==> config.mk <==
export PLATFORM = sky130hd
export DESIGN_NAME = pipe_hazard_ctrl
export DESIGN_NICKNAME = d
export VERILOG_FILES = /design/src/rtl/pipe_hazard_ctrl_pkg.sv /design/src/rtl/pipe_hazard_ctrl_md_sequencer.sv /design/src/rtl/pipe_hazard_ctrl.sv
export SDC_FILE = /design/constraint.sdc
export NUM_CORES = 1
export LEC_CHECK = 0
export CAP_MARGIN = 20
export CORE_MARGIN = 2
export CORE_UTILIZATION = 23
export DETAILED_ROUTE_END_ITERATION = 10
export SLEW_MARGIN = 20
export SYNTH_ARGS = -nofsm -noshare
export SYNTH_HDL_FRONTEND = slang
export SYNTH_SLANG_ARGS = --single-unit
export TNS_END_PERCENT = 50
==> constraint.sdc <==
create_clock -name clk -period 2.05 [get_ports clk]
set_clock_uncertainty 0.05 [all_clocks]
set_input_delay 0.41 -clock clk [delete_from_list [all_inputs] [get_ports clk]]
set_output_delay 0.41 -clock clk [all_outputs]
set_load 0.05 [all_outputs]
==> src/rtl/pipe_hazard_ctrl_pkg.sv <==
// Shared encodings for the pipeline hazard controller: operand-forwarding
// selects, mult/div sequencer states and register-number width.
package pipe_hazard_ctrl_pkg;

  localparam int REG_W = 5;

  localparam logic [1:0] FWD_RF    = 2'b00;
  localparam logic [1:0] FWD_EX    = 2'b01;
  localparam logic [1:0] FWD_MEM   = 2'b10;
  localparam logic [1:0] FWD_MEMLD = 2'b11;

  typedef enum logic {
    IDLE = 1'b0,
    BUSY = 1'b1
  } md_state_t;

  typedef logic [REG_W-1:0] reg_num_t;

endpackage

==> src/rtl/pipe_hazard_ctrl_md_sequencer.sv <==
// Occupancy tracker for the shared multi-cycle mult/div unit: issues a start
// pulse when an op leaves ID unstalled and holds busy for the op's latency.
module md_sequencer
  import pipe_hazard_ctrl_pkg::*;
#(
  parameter int MUL_LAT = 4,
  parameter int DIV_LAT = 16,
  parameter int CNT_W   = 5
) (
  input  logic clk,
  input  logic clrn,
  input  logic stall,
  input  logic id_is_md,
  input  logic id_is_div,
  output logic md_start,
  output logic md_busy
);

  md_state_t        state_q, state_d;
  logic [CNT_W-1:0] cnt_q, cnt_d;

  always_ff @(posedge clk or negedge clrn) begin
    if (!clrn) begin
      state_q <= IDLE;
      cnt_q   <= '0;
    end else begin
      state_q <= state_d;
      cnt_q   <= cnt_d;
    end
  end

  always_comb begin
    state_d  = state_q;
    cnt_d    = cnt_q;
    md_start = 1'b0;
    unique case (state_q)
      IDLE: begin
        // A stalled op stays in ID; it is launched on the cycle the stall clears.
        md_start = id_is_md & ~stall;
        if (md_start) begin
          cnt_d   = id_is_div ? CNT_W'(DIV_LAT) : CNT_W'(MUL_LAT);
          state_d = BUSY;
        end
      end
      BUSY: begin
        if (cnt_q == CNT_W'(1)) begin
          cnt_d   = '0;
          state_d = IDLE;
        end else begin
          cnt_d = cnt_q - CNT_W'(1);
        end
      end
      default: begin
        state_d = IDLE;
        cnt_d   = '0;
      end
    endcase
  end

  assign md_busy = (state_q == BUSY);

endmodule

==> src/rtl/pipe_hazard_ctrl.sv <==
// Hazard and stall scheduler beside the ID stage: load-use and mult/div
// structural stalls, branch flush, operand forwarding and a stall counter.
module pipe_hazard_ctrl
  import pipe_hazard_ctrl_pkg::*;
#(
  parameter int MUL_LAT = 4,
  parameter int DIV_LAT = 16,
  parameter int CNT_W   = 5,
  parameter int PC_W    = 32
) (
  input  logic            clk,
  input  logic            clrn,
  input  reg_num_t        id_rs,
  input  reg_num_t        id_rt,
  input  logic            id_use_rs,
  input  logic            id_use_rt,
  input  logic            id_is_md,
  input  logic            id_is_div,
  input  logic            id_rd_hilo,
  input  logic            id_br_taken,
  input  logic            ex_wreg,
  input  logic            ex_m2reg,
  input  reg_num_t        ex_rd,
  input  logic            mem_wreg,
  input  logic            mem_m2reg,
  input  reg_num_t        mem_rd,
  output logic            stall,
  output logic            id_ex_bubble,
  output logic            if_id_flush,
  output logic [1:0]      fwda,
  output logic [1:0]      fwdb,
  output logic            md_start,
  output logic            md_busy,
  output logic [PC_W-1:0] stall_cnt
);

  logic rs_ex, rt_ex, rs_mem, rt_mem;
  logic lu, sh;

  // An EX load cannot be forwarded yet, so it falls through to MEM or regfile.
  function automatic logic [1:0] fwd_sel(input logic hit_ex, input logic hit_mem,
                                         input logic ex_ld, input logic mem_ld);
    if (hit_ex && !ex_ld)       return FWD_EX;
    else if (hit_mem && mem_ld) return FWD_MEMLD;
    else if (hit_mem)           return FWD_MEM;
    else                        return FWD_RF;
  endfunction

  assign rs_ex  = id_use_rs & ex_wreg  & (ex_rd  != '0) & (ex_rd  == id_rs);
  assign rt_ex  = id_use_rt & ex_wreg  & (ex_rd  != '0) & (ex_rd  == id_rt);
  assign rs_mem = id_use_rs & mem_wreg & (mem_rd != '0) & (mem_rd == id_rs);
  assign rt_mem = id_use_rt & mem_wreg & (mem_rd != '0) & (mem_rd == id_rt);

  assign lu = ex_m2reg & (rs_ex | rt_ex);
  assign sh = md_busy & (id_rd_hilo | id_is_md);

  assign stall        = lu | sh;
  assign id_ex_bubble = stall;
  // A stalled branch is re-evaluated next cycle, so flush waits for the stall to clear.
  assign if_id_flush  = id_br_taken & ~stall;

  assign fwda = fwd_sel(rs_ex, rs_mem, ex_m2reg, mem_m2reg);
  assign fwdb = fwd_sel(rt_ex, rt_mem, ex_m2reg, mem_m2reg);

  md_sequencer #(
    .MUL_LAT (MUL_LAT),
    .DIV_LAT (DIV_LAT),
    .CNT_W   (CNT_W)
  ) u_md_seq (
    .clk       (clk),
    .clrn      (clrn),
    .stall     (stall),
    .id_is_md  (id_is_md),
    .id_is_div (id_is_div),
    .md_start  (md_start),
    .md_busy   (md_busy)
  );

  always_ff @(posedge clk or negedge clrn) begin
    if (!clrn)
      stall_cnt <= '0;
    else if (stall && (stall_cnt != '1))
      stall_cnt <= stall_cnt + PC_W'(1);
  end

endmodule

# == Word level (Yosys, flattened, before mapping) ==
# Index checks and enable logic that the tools add are counted.
# totals
out_inout_bits,41
reg_bits,38
inputBits,32
# op_classes
n_bitwise,21
reduce_logical,8
eq_ne,7
n_mux,14
addsub,2
# op_table
operator,n
adder 32 x 1 -> 32 bit (second input constant),1
inequality test 32 bit (second input constant),1
== test 5 bit,4
AND 1 bit,16
two-way mux 5 bit,3
two-way mux 2 bit,6
case mux 5 bit (2 select lines),1
nonzero test 5 bit,2
== test 5 x 1 -> 1 bit (second input constant),1
logical AND 1 bit,5
subtractor 5 x 1 -> 5 bit (second input constant),1
two-way mux 1 bit,3
OR 1 bit,3
inequality test 2 x 1 -> 1 bit (second input constant),1
inverter 1 bit,2
case mux 1 bit (2 select lines),1
logical NOT 1 bit,1

# == Depth between registers and ports, before layout ==
# depth
ltp_word,10
ltp_mapped,9
ltp_nobuf,8

# == Cells and area by module ==
# A second synthesis with hierarchy kept.
# hier_totals
cells_unflattened,226
area_unflattened_um2,2331.0
# modules_own_cells
module,cells_per_inst,area_per_inst_um2,instances
pipe_hazard_ctrl,194,2001.9,1
md_sequencer,32,329.1,1

# == Worst setup path before layout ==
# OpenSTA, ideal clock, no wires.
# synth_timing
path_type,input port to output port
from,input ex_rd[0]
to,output fwda[1]
slack_ps,-691
t_arrival_ps,2281
required_ps,1590
stages,4
cell_sequence,or4_1 -> o21ai_2 -> nor3_1 -> nor3_1
# synth_via
elab_chain_cells,5
elab_cells_between_ends,6
cone_classes,1 x eq/ne; 1 x mux; 2 x bitwise; 2 x reduce/logical
# synth_rtl
item,line,text
"start, declared",pipe_hazard_ctrl.sv:23,"input reg_num_t ex_rd,"
nonzero test 5 bit,pipe_hazard_ctrl.sv:49,assign rs_ex = id_use_rs & ex_wreg & (ex_rd != '0) & (ex_rd == id_rs);
AND 1 bit,pipe_hazard_ctrl.sv:49,
AND 1 bit (*),pipe_hazard_ctrl.sv:49,
logical AND 1 bit (*),pipe_hazard_ctrl.sv:43,if (hit_ex && !ex_ld) return FWD_EX;
two-way mux 2 bit (*),pipe_hazard_ctrl.sv:43,
"end, declared",pipe_hazard_ctrl.sv:30,"output logic [1:0] fwda,"
# Mark *: on every way between the ends. The rest lies on a longest branch, timed or not.

# == Final worst setup path ==
# layout_timing
from,input id_rt[4]
to,output stall
# layout_via
elab_chain_cells,5
# layout_rtl
item,line,text
"start, declared",pipe_hazard_ctrl.sv:14,"input reg_num_t id_rt,"
== test 5 bit,pipe_hazard_ctrl.sv:50,assign rt_ex = id_use_rt & ex_wreg & (ex_rd != '0) & (ex_rd == id_rt);
AND 1 bit,pipe_hazard_ctrl.sv:50,
OR 1 bit,pipe_hazard_ctrl.sv:54,assign lu = ex_m2reg & (rs_ex | rt_ex);
AND 1 bit,pipe_hazard_ctrl.sv:54,
OR 1 bit,pipe_hazard_ctrl.sv:57,assign stall = lu | sh;
"end, declared",pipe_hazard_ctrl.sv:27,"output logic stall,"
# No other way between the ends.

==> summary.txt <==
Route
  • Vias/cell: 4.525
  • Drt first pass iters: 4
  • DRC Markers: 0
  • Initial DRC Count: 37
  • Routed Antenna Nets: 0
  • Final WL: 6674 um
  • Vias: 2,249
  • Routed wire per std cell: 13.43 um

Timing
  • Tightest Pin Transition: 0.5105 ns
  • Period utilization: 1.208
  • Setup tns final: -5.195 ns
  • Fin crit period: 2.477 ns
  • Slew headroom: 0.6596
  • Max Freq: 403.7 MHz
  • WHS: 0.1236 ns
  • Final Max Tran Viols: 0
  • Final hold violations: 0
  • Final setup vio count: 27
  • Final setup margin: -0.4271 ns
  • Setup repair after global routing missed its margin: yes

Floorplan
  • Die area: 0.01022 mm^2
  • Die width: 101.1 um
  • # IOs: 73
  • Initial Utilization: 0.2358
  • Core area: 0.009196 mm^2
  • # rows: 35
  • Die height: 101.1 um

Power
  • Clock group share of total power: 0.171
  • Pwr per Cell Area: 793.2 mW/mm^2
  • Design Power: 3.188 mW
  • Leakage power: 1.982 nW
  • Cell Int Power: 1.917 mW
  • Sw Ratio: 0.3985
  • NetSw: 1.270 mW
  • Register share of total power: 0.317
  • IR Drop Worst-Case VDD: 0.8970 mV
  • Comb pwr share: 0.512

Logic synthesis
  • Mapped Cells: 223
  • Yosys reg bits: 38
  • Synthesized net count: 258
  • YS warnings: 0
  • Register area share after synthesis: 0.4385
  • Syn_area_per_cell: 9.723 um^2
  • Mapped Area: 0.002168 mm^2
  • Distinct cells, synth: 37

Setup path
  • Critical path data required time: 1.59 ns
  • Slowest stage delay, CP: 0.38 ns
  • Crit Path Class: in2out
  • FF-to-FF path depth: 8
  • FF-to-FF End: stall_cnt[19]
  • Worst setup EP type: output pin
  • CP max FO: 4
  • Slowest-stage cell, CP: a211o_2
  • Cell family with most CP delay: simple AND/OR/NAND/NOR gates
  • CP Buf/Inv Count: 4
  • CP Cell Sequence: buf_8 -> xor2_2 -> nor4_2 -> nand3_1 -> a211o_2 -> and2_4 -> buf_6 -> clkinvlp_4 -> buf_12
  • Worst endpoint data arrival time: 2.02 ns
  • Worst r2r src: stall_cnt[12]
  • Crit path launch type: primary input
  • Critical Path Source: id_rt[4]
  • R2r setup slk: 0.04 ns

Placement
  • Port buffer count: 72
  • Dpl hpwl: 5171 um
  • Placer Congestion: 0.8569
  • Place WS: -0.9311 ns

CTS
  • TritonCTS Sinks: 38
  • CTS buffer count: 5
  • CTS Root Cell: clkbuf_8
  • Worst-path clk slew: 0.08 ns
  • CTS Buffer Depth: 2
  • Worst-Skew Late Latency: 0.29 ns
  • Hold bufs inserted after CTS: 0
  • CTS tree: yes
  • Depth of the CTS H-tree: 2

Run status
  • Failing checks: negative setup slack
  • Outcome: finished with violations

Final layout
  • Diode count: 0
  • Share of layout cells above drive strength 1: 0.5337
  • Post-route core utilization: 0.4370
  • Nets@finish: 420
  • Syn-to-layout area delta: 85.34%

GRT
  • First-pass GRT wire length: 11,160 um
  • Largest net degree at the start of global routing: 39
  • Total gr overflow: 0
  • Initial antenna violation count: 0
  • Vias in the first global route: 2,415
  • All-Layer GR Usage: 0.1372

Job
  • Maximum Capacitance Violations: 0

Min path
  • HP Class: in2async
[layer usage]
| metal | wire, um | GRT usage |
|---|---|---|
| met3 | 223 | 0.02635 |
| met1 | 2972 | 0.1736 |
| met5 | 0 | 0 |
| met2 | 3358 | 0.2404 |
| met4 | 119 | 0.03222 |
[how the worst max path moves through the flow]
stage                     slack, ns  depth (start not counted)            end
final                         -0.43                          9          stall
after global routing          -0.50                          9   id_ex_bubble
after CTS                     -0.48                         10          stall
after detailed placement      -0.93                          8  stall_cnt[22]
after global placement        -0.91                          8  stall_cnt[22]
after floorplan               -0.32                          6          stall
[state kept, by name (all words and copies together), names as in the netlist]
register / flops
stall_cnt: 32
u_md_seq.cnt_q: 5
u_md_seq.md_busy: 1
[area by class of cell]
cell class                 instances  area (um^2)
sequential                        38        980.9
tap                              111        138.9
inverter                          11        45.04
clock inverter                     2        12.51
clock buffer                       6        82.58
fill                             888         5177
timing repair buffer             158         1349
multi-input combinational        171         1410
[logic make-up after synthesis]
kind of cell             after synthesis  share of synthesized area
AO/OA/AOI/OAI                         16                    0.05366
flip-flops                            38                     0.4385
XOR/XNOR                              51                     0.2095
adder cells (fa/ha/maj)                3                    0.01731
buffers and inverters                 14                    0.02654
multiplexers                           3                    0.01443
AND/OR/NAND/NOR                       98                     0.2400
[worst register-to-register path, cell delays in order, from the launching register on]
cell     delay, ns
dfrtp_2       0.40
nand4_1       0.12
nor2_1        0.21
and3_1        0.22
buf_4         0.13
nand3_2       0.21
buf_4         0.25
nor3_4        0.16
xor2_1        0.17
[power by group through the flow]
stage,Clock [mW],Combinational (mW),Sequential (mW)
finish,0.546,1.63,1.01
global placement,0,1.54,1.02
CTS,0.569,1.62,1.01
floorplan,0,0.561,1.31
detailed placement,0,1.57,1.03
global route,0.594,1.77,1.03
[placed cells by master, fill, tap and decap left out, drive strengths merged, types with 11 or more instances in the layout]
master and instances:
clkdlybuf4s50 13, buf 130, nand2 19, nor3 11, nor4 11, xor2 30
dfrtp 38, nor2 15, xnor2 21, nand3 17, clkbuf 11
[metrics by stage]
step / cell area, um^2 / instances
after global routing: 4019 / 497
after global placement: 3651 / 479
final: 4019 / 497
after CTS: 3934 / 491
after detailed placement: 3651 / 479
after floorplan: 2302 / 223
[synth_stat cells, drive strengths merged]
cell	count	area, um^2
nor2b	1	6.260
mux2i	2	20.02
dfrtp	38	950.9
mux2	1	11.26
and4	2	17.52
and3	5	32.53
inv	11	41.29
o41ai	1	8.760
nor2	15	56.30
o31ai	2	15.01
o21ai	5	28.78
nand3	17	85.08
ha	3	37.54
nand2b	1	6.260
nor4	11	75.07
a2111o	1	11.26
nand2	19	71.32
nor3	11	55.05
clkbuf	1	3.750
and2	1	8.760
nand4	10	62.56
xnor2	21	191.4
xor2	30	262.8
o211ai	2	15.01
or3b	2	17.52
a31oi	2	12.51
buf	2	12.51
or4	3	26.27
a21o	2	15.01
a211o	1	10.01
[repair_timing]
item | in CTS | in global routing
pin swaps | 30 | 24
setup endpoints to repair | 47 | 39
gates resized for setup | 81 | 29
gates cloned | 0 | 0
buffers inserted | 4 | 7
No activity file was read; power rests on OpenSTA's default activity.
